--- src/rtl/limp_actuator.sv ---
// Irrigation valve sequencer: turns the controller's mode code into timed
// fertilizer-dose and drain/flush valve sequences, with done/fault reporting.
module limp_actuator #(
    parameter int unsigned DOSE_CYCLES  = 8,
    parameter int unsigned DRAIN_CYCLES = 16,
    parameter int unsigned FLUSH_CYCLES = 4,
    parameter int unsigned CW           = 5
) (
    input  logic       clock,
    input  logic       reset,
    input  logic [1:0] mode,
    input  logic       low,
    output logic       valve_fert,
    output logic       valve_drain,
    output logic       valve_fill,
    output logic       busy,
    output logic       done,
    output logic       fault,
    output logic [2:0] phase
);

    localparam logic [1:0] MODE_NADA    = 2'b00;
    localparam logic [1:0] MODE_ADB     = 2'b01;
    localparam logic [1:0] MODE_LIMP    = 2'b10;
    localparam logic [1:0] MODE_ILLEGAL = 2'b11;

    localparam logic [CW-1:0] DOSE_LAST  = CW'(DOSE_CYCLES - 1);
    localparam logic [CW-1:0] DRAIN_LAST = CW'(DRAIN_CYCLES - 1);
    localparam logic [CW-1:0] FLUSH_LAST = CW'(FLUSH_CYCLES - 1);

    typedef enum logic [2:0] {
        IDLE  = 3'd0,
        DOSE  = 3'd1,
        DRAIN = 3'd2,
        FLUSH = 3'd3,
        DONE  = 3'd4,
        HOLD  = 3'd5,
        FAULT = 3'd7
    } state_t;

    state_t        state_q, state_d;
    logic [CW-1:0] cnt_q, cnt_d;
    logic          counting;
    logic          fert_d, drain_d, fill_d, busy_d, done_d, fault_d;

    assign counting = (state_q == DOSE) || (state_q == DRAIN) || (state_q == FLUSH);

    // Next state, counter and output decode of the next state
    always_comb begin
        state_d = state_q;
        cnt_d   = '0;
        fert_d  = 1'b0;
        drain_d = 1'b0;
        fill_d  = 1'b0;
        busy_d  = 1'b0;
        done_d  = 1'b0;
        fault_d = 1'b0;

        if (mode == MODE_ILLEGAL && state_q != FAULT) begin
            state_d = FAULT;
        end else if (mode == MODE_NADA && counting) begin
            state_d = IDLE;
        end else begin
            unique case (state_q)
                IDLE: begin
                    if (mode == MODE_ADB)       state_d = DOSE;
                    else if (mode == MODE_LIMP) state_d = DRAIN;
                end
                DOSE:    if (cnt_q == DOSE_LAST) state_d = DONE;
                DRAIN:   if (low || cnt_q == DRAIN_LAST) state_d = FLUSH;
                FLUSH:   if (cnt_q == FLUSH_LAST) state_d = DONE;
                DONE:    state_d = HOLD;
                HOLD:    if (mode == MODE_NADA) state_d = IDLE;
                FAULT:   state_d = FAULT;
                default: state_d = IDLE;
            endcase
        end

        // Counter runs only while staying in the same counting state; any entry clears it
        if (counting && state_d == state_q) begin
            cnt_d = cnt_q + CW'(1);
        end

        fert_d  = (state_d == DOSE);
        drain_d = (state_d == DRAIN) || (state_d == FLUSH);
        fill_d  = (state_d == FLUSH);
        busy_d  = (state_d == DOSE) || (state_d == DRAIN) || (state_d == FLUSH);
        done_d  = (state_d == DONE);
        fault_d = (state_d == FAULT);
    end

    // State, counter and registered Moore outputs; reset closes valves at once
    always_ff @(posedge clock or negedge reset) begin
        if (!reset) begin
            state_q     <= IDLE;
            cnt_q       <= '0;
            valve_fert  <= 1'b0;
            valve_drain <= 1'b0;
            valve_fill  <= 1'b0;
            busy        <= 1'b0;
            done        <= 1'b0;
            fault       <= 1'b0;
            phase       <= 3'd0;
        end else begin
            state_q     <= state_d;
            cnt_q       <= cnt_d;
            valve_fert  <= fert_d;
            valve_drain <= drain_d;
            valve_fill  <= fill_d;
            busy        <= busy_d;
            done        <= done_d;
            fault       <= fault_d;
            phase       <= 3'(state_d);
        end
    end

endmodule

--- config.mk ---
export PLATFORM = sky130hd
export DESIGN_NAME = limp_actuator
export DESIGN_NICKNAME = d
export VERILOG_FILES = /design/src/rtl/limp_actuator.sv
export SDC_FILE = /design/constraint.sdc
export NUM_CORES = 1
export LEC_CHECK = 0
export BUFFER_PORTS_ARGS = -buffer_cell sky130_fd_sc_hd__buf_4
export CORE_MARGIN = 4
export CORE_UTILIZATION = 30
export CTS_BUF_LIST = sky130_fd_sc_hd__clkbuf_8
export DETAILED_ROUTE_END_ITERATION = 16
export PLACE_DENSITY = 0.46
export SKIP_LAST_GASP = 1
export SLEW_MARGIN = 20
export SYNTH_ARGS = -nofsm -noshare
export SYNTH_HDL_FRONTEND = slang
export SYNTH_SLANG_ARGS = --single-unit
--- constraint.sdc ---
create_clock -name clock -period 2.3 [get_ports clock]
set_clock_uncertainty 0.15 [all_clocks]
set_input_delay 0.115 -clock clock [delete_from_list [all_inputs] [get_ports clock]]
set_output_delay 0.115 -clock clock [all_outputs]
set_load 0.005 [all_outputs]
-- Word-level counts from Yosys, hierarchy flattened
Cells that the tools add are included.
- input port bits: 5
- logic and storage cells: 49
- RAM bits: 0
- bits in latches: 0
- memories kept: 0
- register bits: 14
- output and inout port bits: 9
- bits in read-only memories: 0
- reduce and logical (&&, ||, !) cells: 11
- shift-type cells: 0
- equality and inequality tests: 19
- mux-type cells: 10
- $add $sub $neg: 1
- div/mod/pow operators: 0
- bitwise logic cells: 0
- order comparisons: 0
- multiply operators: 0
- operators with widths (operator ; number):
    3-bit two-way mux ; 8
    3-bit one-hot mux with 7 select lines ; 1
    3-bit equality test (second input constant) ; 5
    3-bit by 2-bit equality test with 1-bit output (second input constant) ; 4
    3-bit by 1-bit equality test with 1-bit output (second input constant) ; 2
    1-bit logical OR ; 6
    5-bit by 1-bit adder with 5-bit output (second input constant) ; 1
    5-bit by 2-bit equality test with 1-bit output (second input constant) ; 1
    5-bit by 3-bit equality test with 1-bit output (second input constant) ; 1
    5-bit by 4-bit equality test with 1-bit output (second input constant) ; 1
    5-bit two-way mux ; 1
    2-bit equality test (second input constant) ; 2
    3-bit equality test ; 1
    1-bit logical AND ; 3
    3-bit zero test ; 1
    3-bit inequality test (second input constant) ; 1
    2-bit by 1-bit equality test with 1-bit output (second input constant) ; 1
    2-bit zero test ; 1

-- Logic depth before layout (Yosys ltp)
- depth in word-level cells: 9
- depth in mapped cells: 7
- gate-level depth less buffers: 7

-- Worst setup path before layout
OpenSTA, ideal clock, no wires.
- path type: register to register
- start point: register cnt_q[0]
- end point: register cnt_q[2]
- data required time: 2.078 ns
- path buffers: 0
- setup slack: 0.216 ns
- cell stages (with the launch flop): 8
- setup time: 0.072 ns
- arrival time: 1.862 ns
- cell sequence: dfrtp_1 > ha_1 > and3_2 > ha_1 > o22a_1 > a2111oi_2 > o221ai_2 > nor2_1
- word-level cells in the longest chain between the ends: 9
- elaborated cells between the ends (all ways): 14
- those cells by class: 1 x add/sub; 4 x eq/ne; 7 x mux; 2 x reduce/logical
- ends and longest elaborated chain (item ; RTL line ; text):
    from (decl) ; 42 ; logic [CW-1:0] cnt_q, cnt_d;
    from (signal assigned) ; 106 ; cnt_q <= cnt_d;
    5-bit by 4-bit equality test with 1-bit output ; 70 ; DRAIN: if (low || cnt_q == DRAIN_LAST) state_d = FLUSH;
    1-bit logical OR ; 70 ;
    3-bit two-way mux ; 70 ;
    3-bit one-hot mux with 7 select lines ; 64 ; unique case (state_q)
    3-bit two-way mux ; 61 ; end else if (mode == MODE_NADA && counting) begin
    3-bit two-way mux ; 59 ; if (mode == MODE_ILLEGAL && state_q != FAULT) begin
    3-bit equality test ; 80 ; if (counting && state_d == state_q) begin
    1-bit logical AND ; 80 ;
    5-bit two-way mux (*) ; 80 ;
    net cnt_d[2] ; 42 ;
Mark *: on every way through the listed nets, which the timed path passes. The rest lies on a longest branch.

-- Final worst setup path
- start point: register cnt_q[0]
- end point: register done
- word-level cells in the longest chain between the ends: 7
- elaborated cells between the ends (all ways): 11
- those cells by class: 4 x eq/ne; 6 x mux; 1 x reduce/logical
- ends and longest elaborated chain (item ; RTL line ; text):
    5-bit by 4-bit equality test with 1-bit output ; 70 ;
    1-bit logical OR ; 70 ;
    3-bit two-way mux ; 70 ;
    3-bit one-hot mux with 7 select lines (*) ; 64 ;
    3-bit two-way mux (*) ; 61 ;
    3-bit two-way mux (*) ; 59 ;
    3-bit equality test (*) ; 88 ; done_d = (state_d == DONE);
    net done_d ; 44 ; logic fert_d, drain_d, fill_d, busy_d, done_d, fault_d;
    to (signal assigned) ; 111 ; done <= done_d;
    to (decl) ; 17 ; output logic done,
Marks and branches as above.

==> results.md <==
* Status: completed
* Total setup buffers inserted after CTS at 0
* Maximum fanout along the worst path at 4
* I/O pin total at 14
* Final Slew Violations at 0
* Number of standard cells in the layout, taps in and fillers out at 124
* Core area at 2500 um2
* Post-placement cell count at 119
* Sw Share at 38.4%
* Required time at the worst-slack endpoint at 2.33 ns
* Met2 GRT Util at 17.3%
* Buffers on Ports at 13
* Count of mapped cells out of synthesis at 78
* Overall power at 1130 uW
* HPWL after detailed placement at 1310 um
* Cell taking the most area after synthesis: sky130_fd_sc_hd__dfrtp_1
* Kind of capture point of the worst setup path: flop
* CP startpoint kind: flop
* Number of flops mapped to enable cells by yosys at 0
* Largest net degree at the start of global routing at 15
* Max frequency at 464 MHz
* Number of diodes added for antenna fixing at 0
* Vias in the first global route at 662
* Root buffer selected by CTS: sky130_fd_sc_hd__clkbuf_8
* Power Dens Cells at 1140 nW/um2
* GR Layer Usage met3 at 3.27%
* Seq pwr share at 38.7%
* Most congested layer reported by global routing: met2
* Global-route wire length before repair at 3130 um
* Biggest area contributors in the synthesized netlist: sky130_fd_sc_hd__dfrtp_1 44%, sky130_fd_sc_hd__inv_1 3.3%, sky130_fd_sc_hd__nor2_1 3.3%
* Post-Syn Nets at 85
* Sum of negative setup slack at 0 ns
* Post-synthesis instance area at 792 um2
* Tightest hold margin at 0.108 ns
* Area growth from synthesis to final layout at 25.4%
* Internal Power at 695 uW
* Worst IR drop on VDD at 0.845 mV
* Post-synth top cells: 14 x sky130_fd_sc_hd__dfrtp_1, 7 x sky130_fd_sc_hd__inv_1, 7 x sky130_fd_sc_hd__nor2_1, 5 x sky130_fd_sc_hd__a21oi_1
* Post-Syn Area per Cell at 10.2 um2
* CTS H-Tree Depth at 1
* First-pass iteration count of the detailed router at 4
* Cell variety after synth at 37
* FF+latch count, synth at 14
* Post-route minimum period at 2.15 ns
* Average wire length per cell after detail routing at 13.9 um
* Number of antenna violations at the first check in global routing at 0
* Clock-pin slew of the registers on the worst-case setup and hold paths at 0.06 ns
* Ys flop type: sky130_fd_sc_hd__dfrtp_1
* Minimum setup slack in the final design at 0.147 ns
* Combinational fraction of design power at 40.7%
* Global route total overflow at 0
* Met1 capacity usage during global routing at 15.9%
* Hold Path Class: in -> async
* Max cap viols at 0
* TritonCTS Buffers at 3
* Number of setup violations in the final report at 0
* Share of the yosys chip area belonging to registers at 44.2%
* Critical path buffers and inverters at 0
* Number of buffers between clock root and the deepest sink at 2
* Final hold viol count at 0
* Die X-Extent at 59.4 um
* Synthesis warning total at 0
* Tightest Pin Transition at 0.461 ns
* Area enclosed by the die boundary at 3530 um2
* Slowest stage delay, CP at 0.40 ns
* Die height at 59.4 um
* Fraction of layout cells with a size suffix above 1 at 31.9%
* Sw Pwr at 433 uW
* Reg2reg setup slack at 0.15 ns
* Worst path arrival time at 2.18 ns
* Leakage power total at 0.000436 uW
* Critical setup path kind: reg -> reg
* Starting density of the core at 31.7%
* Area share of the largest cell type after synthesis at 44.2%
* Aggregate routed wire length at 1730 um
* Most frequent cell after synthesis: sky130_fd_sc_hd__dfrtp_1
* TritonCTS clock tree: yes
* Share of async-settable or async-resettable flops after synthesis at 100%
* DP Worst Slack at 0.0424 ns
* Iteration-0 DRC count of the detailed router at 12
* Relative contribution of the clock network to total power at 20.6%
* Number of nets with antenna violations after routing at 0
* Skew-Pair Late Insertion Delay at 0.24 ns
* Setup repair after global routing missed its margin: false
* Routability congestion estimate at 0.768
* Via count at 666
* Final period util at 93.6%
* Layout net count at 102
* Tot GR Track Use at 11.7%
* Crit path max-delay family: compound AO/OA/AOI/OAI gates
* Relative slew slack at 69.2%
* Crit-path cells: ha_2, and3_2, ha_1, o22a_1, o2bb2ai_1, o211ai_1, and3_1
* Mean number of vias per cell at 5.37
* Clk sink count at 14
* Drc violations at 0
* Slowest library cell on the worst path: sky130_fd_sc_hd__dfrtp_1
* # rows at 18
[path summary, 6_finish.rpt]
kind / startpoint / to / cells past startpoint
min in group clock: mode[1] / state_q[0] / 4
max reg2reg: cnt_q[0] / done / 7
max in group asynchronous: reset / state_q[2] / 2
max: cnt_q[0] / done / 7
min: reset / valve_drain / 2
min reg2reg: cnt_q[0] / cnt_q[0] / 1
[power by group through the flow]
stage | clock network (uW) | logic [uW] | registers [uW]
detailed placement | 0 | 451 | 436
global placement | 0 | 452 | 440
CTS | 237 | 454 | 431
global route | 257 | 513 | 453
finish | 232 | 459 | 437
floorplan | 0 | 338 | 376
[routing by layer]
layer	vias up	part of all wire, %
met4	0	1.8
met3	4	6.7
met5	-	0
li1	321	-
met1	321	47
met2	20	44
[worst register-to-register path, cell delays in order (launching register included)]
cell and delay [ns]:
sky130_fd_sc_hd__dfrtp_1 0.40, sky130_fd_sc_hd__ha_2 0.22, sky130_fd_sc_hd__and3_2 0.21, sky130_fd_sc_hd__ha_1 0.21, sky130_fd_sc_hd__o22a_1 0.21, sky130_fd_sc_hd__o2bb2ai_1 0.14
sky130_fd_sc_hd__o211ai_1 0.36, sky130_fd_sc_hd__and3_1 0.21
[registers in the layout (all words and copies together), names as in the netlist]
signal       flops
busy             1
valve_fill       1
done             1
state_q          3
valve_drain      1
cnt_q            5
fault            1
valve_fert       1
[placed cells by master, fill, tap and decap left out, drive strengths merged, types with 3 or more instances in the layout]
cell	netlist	routed
a211oi	3	3
inv	8	8
dfrtp	14	14
clkbuf	0	4
a21oi	5	5
buf	3	14
o21ai	4	4
nor3	5	5
nor2	8	8
[repair_timing]
item,in CTS,in global routing
endpoints found under the setup margin,0,7
endpoints found under the hold margin,14,0
gates resized for setup,0,2
hold buffers,1,0
[layout make-up]
| cell class | instances | area (um2) |
|---|---|---|
| fill | 244 | 1510 |
| timing repair buffer | 15 | 115 |
| clock buffer | 4 | 55.1 |
| sequential | 14 | 350 |
| tap | 30 | 37.5 |
| multi-input combinational | 53 | 405 |
| inverter | 8 | 30.0 |
[metrics by stage]
stage | util (%) | cell area, um2
after floorplan | - | 792
final | 39.7 | 993
after CTS | 39.1 | 978
after detailed placement | 36.5 | 913
after global placement | 36.5 | 913
after global routing | 39.7 | 993
[cell families after synthesis]
logic type	synth area share (%)
buf+inv	6.48
xor+xnor	4.27
fa+ha+maj	3.16
flops	44.2
compound gates	23.4
simple gates	18.5
No activity file was read; power rests on OpenSTA's default activity.
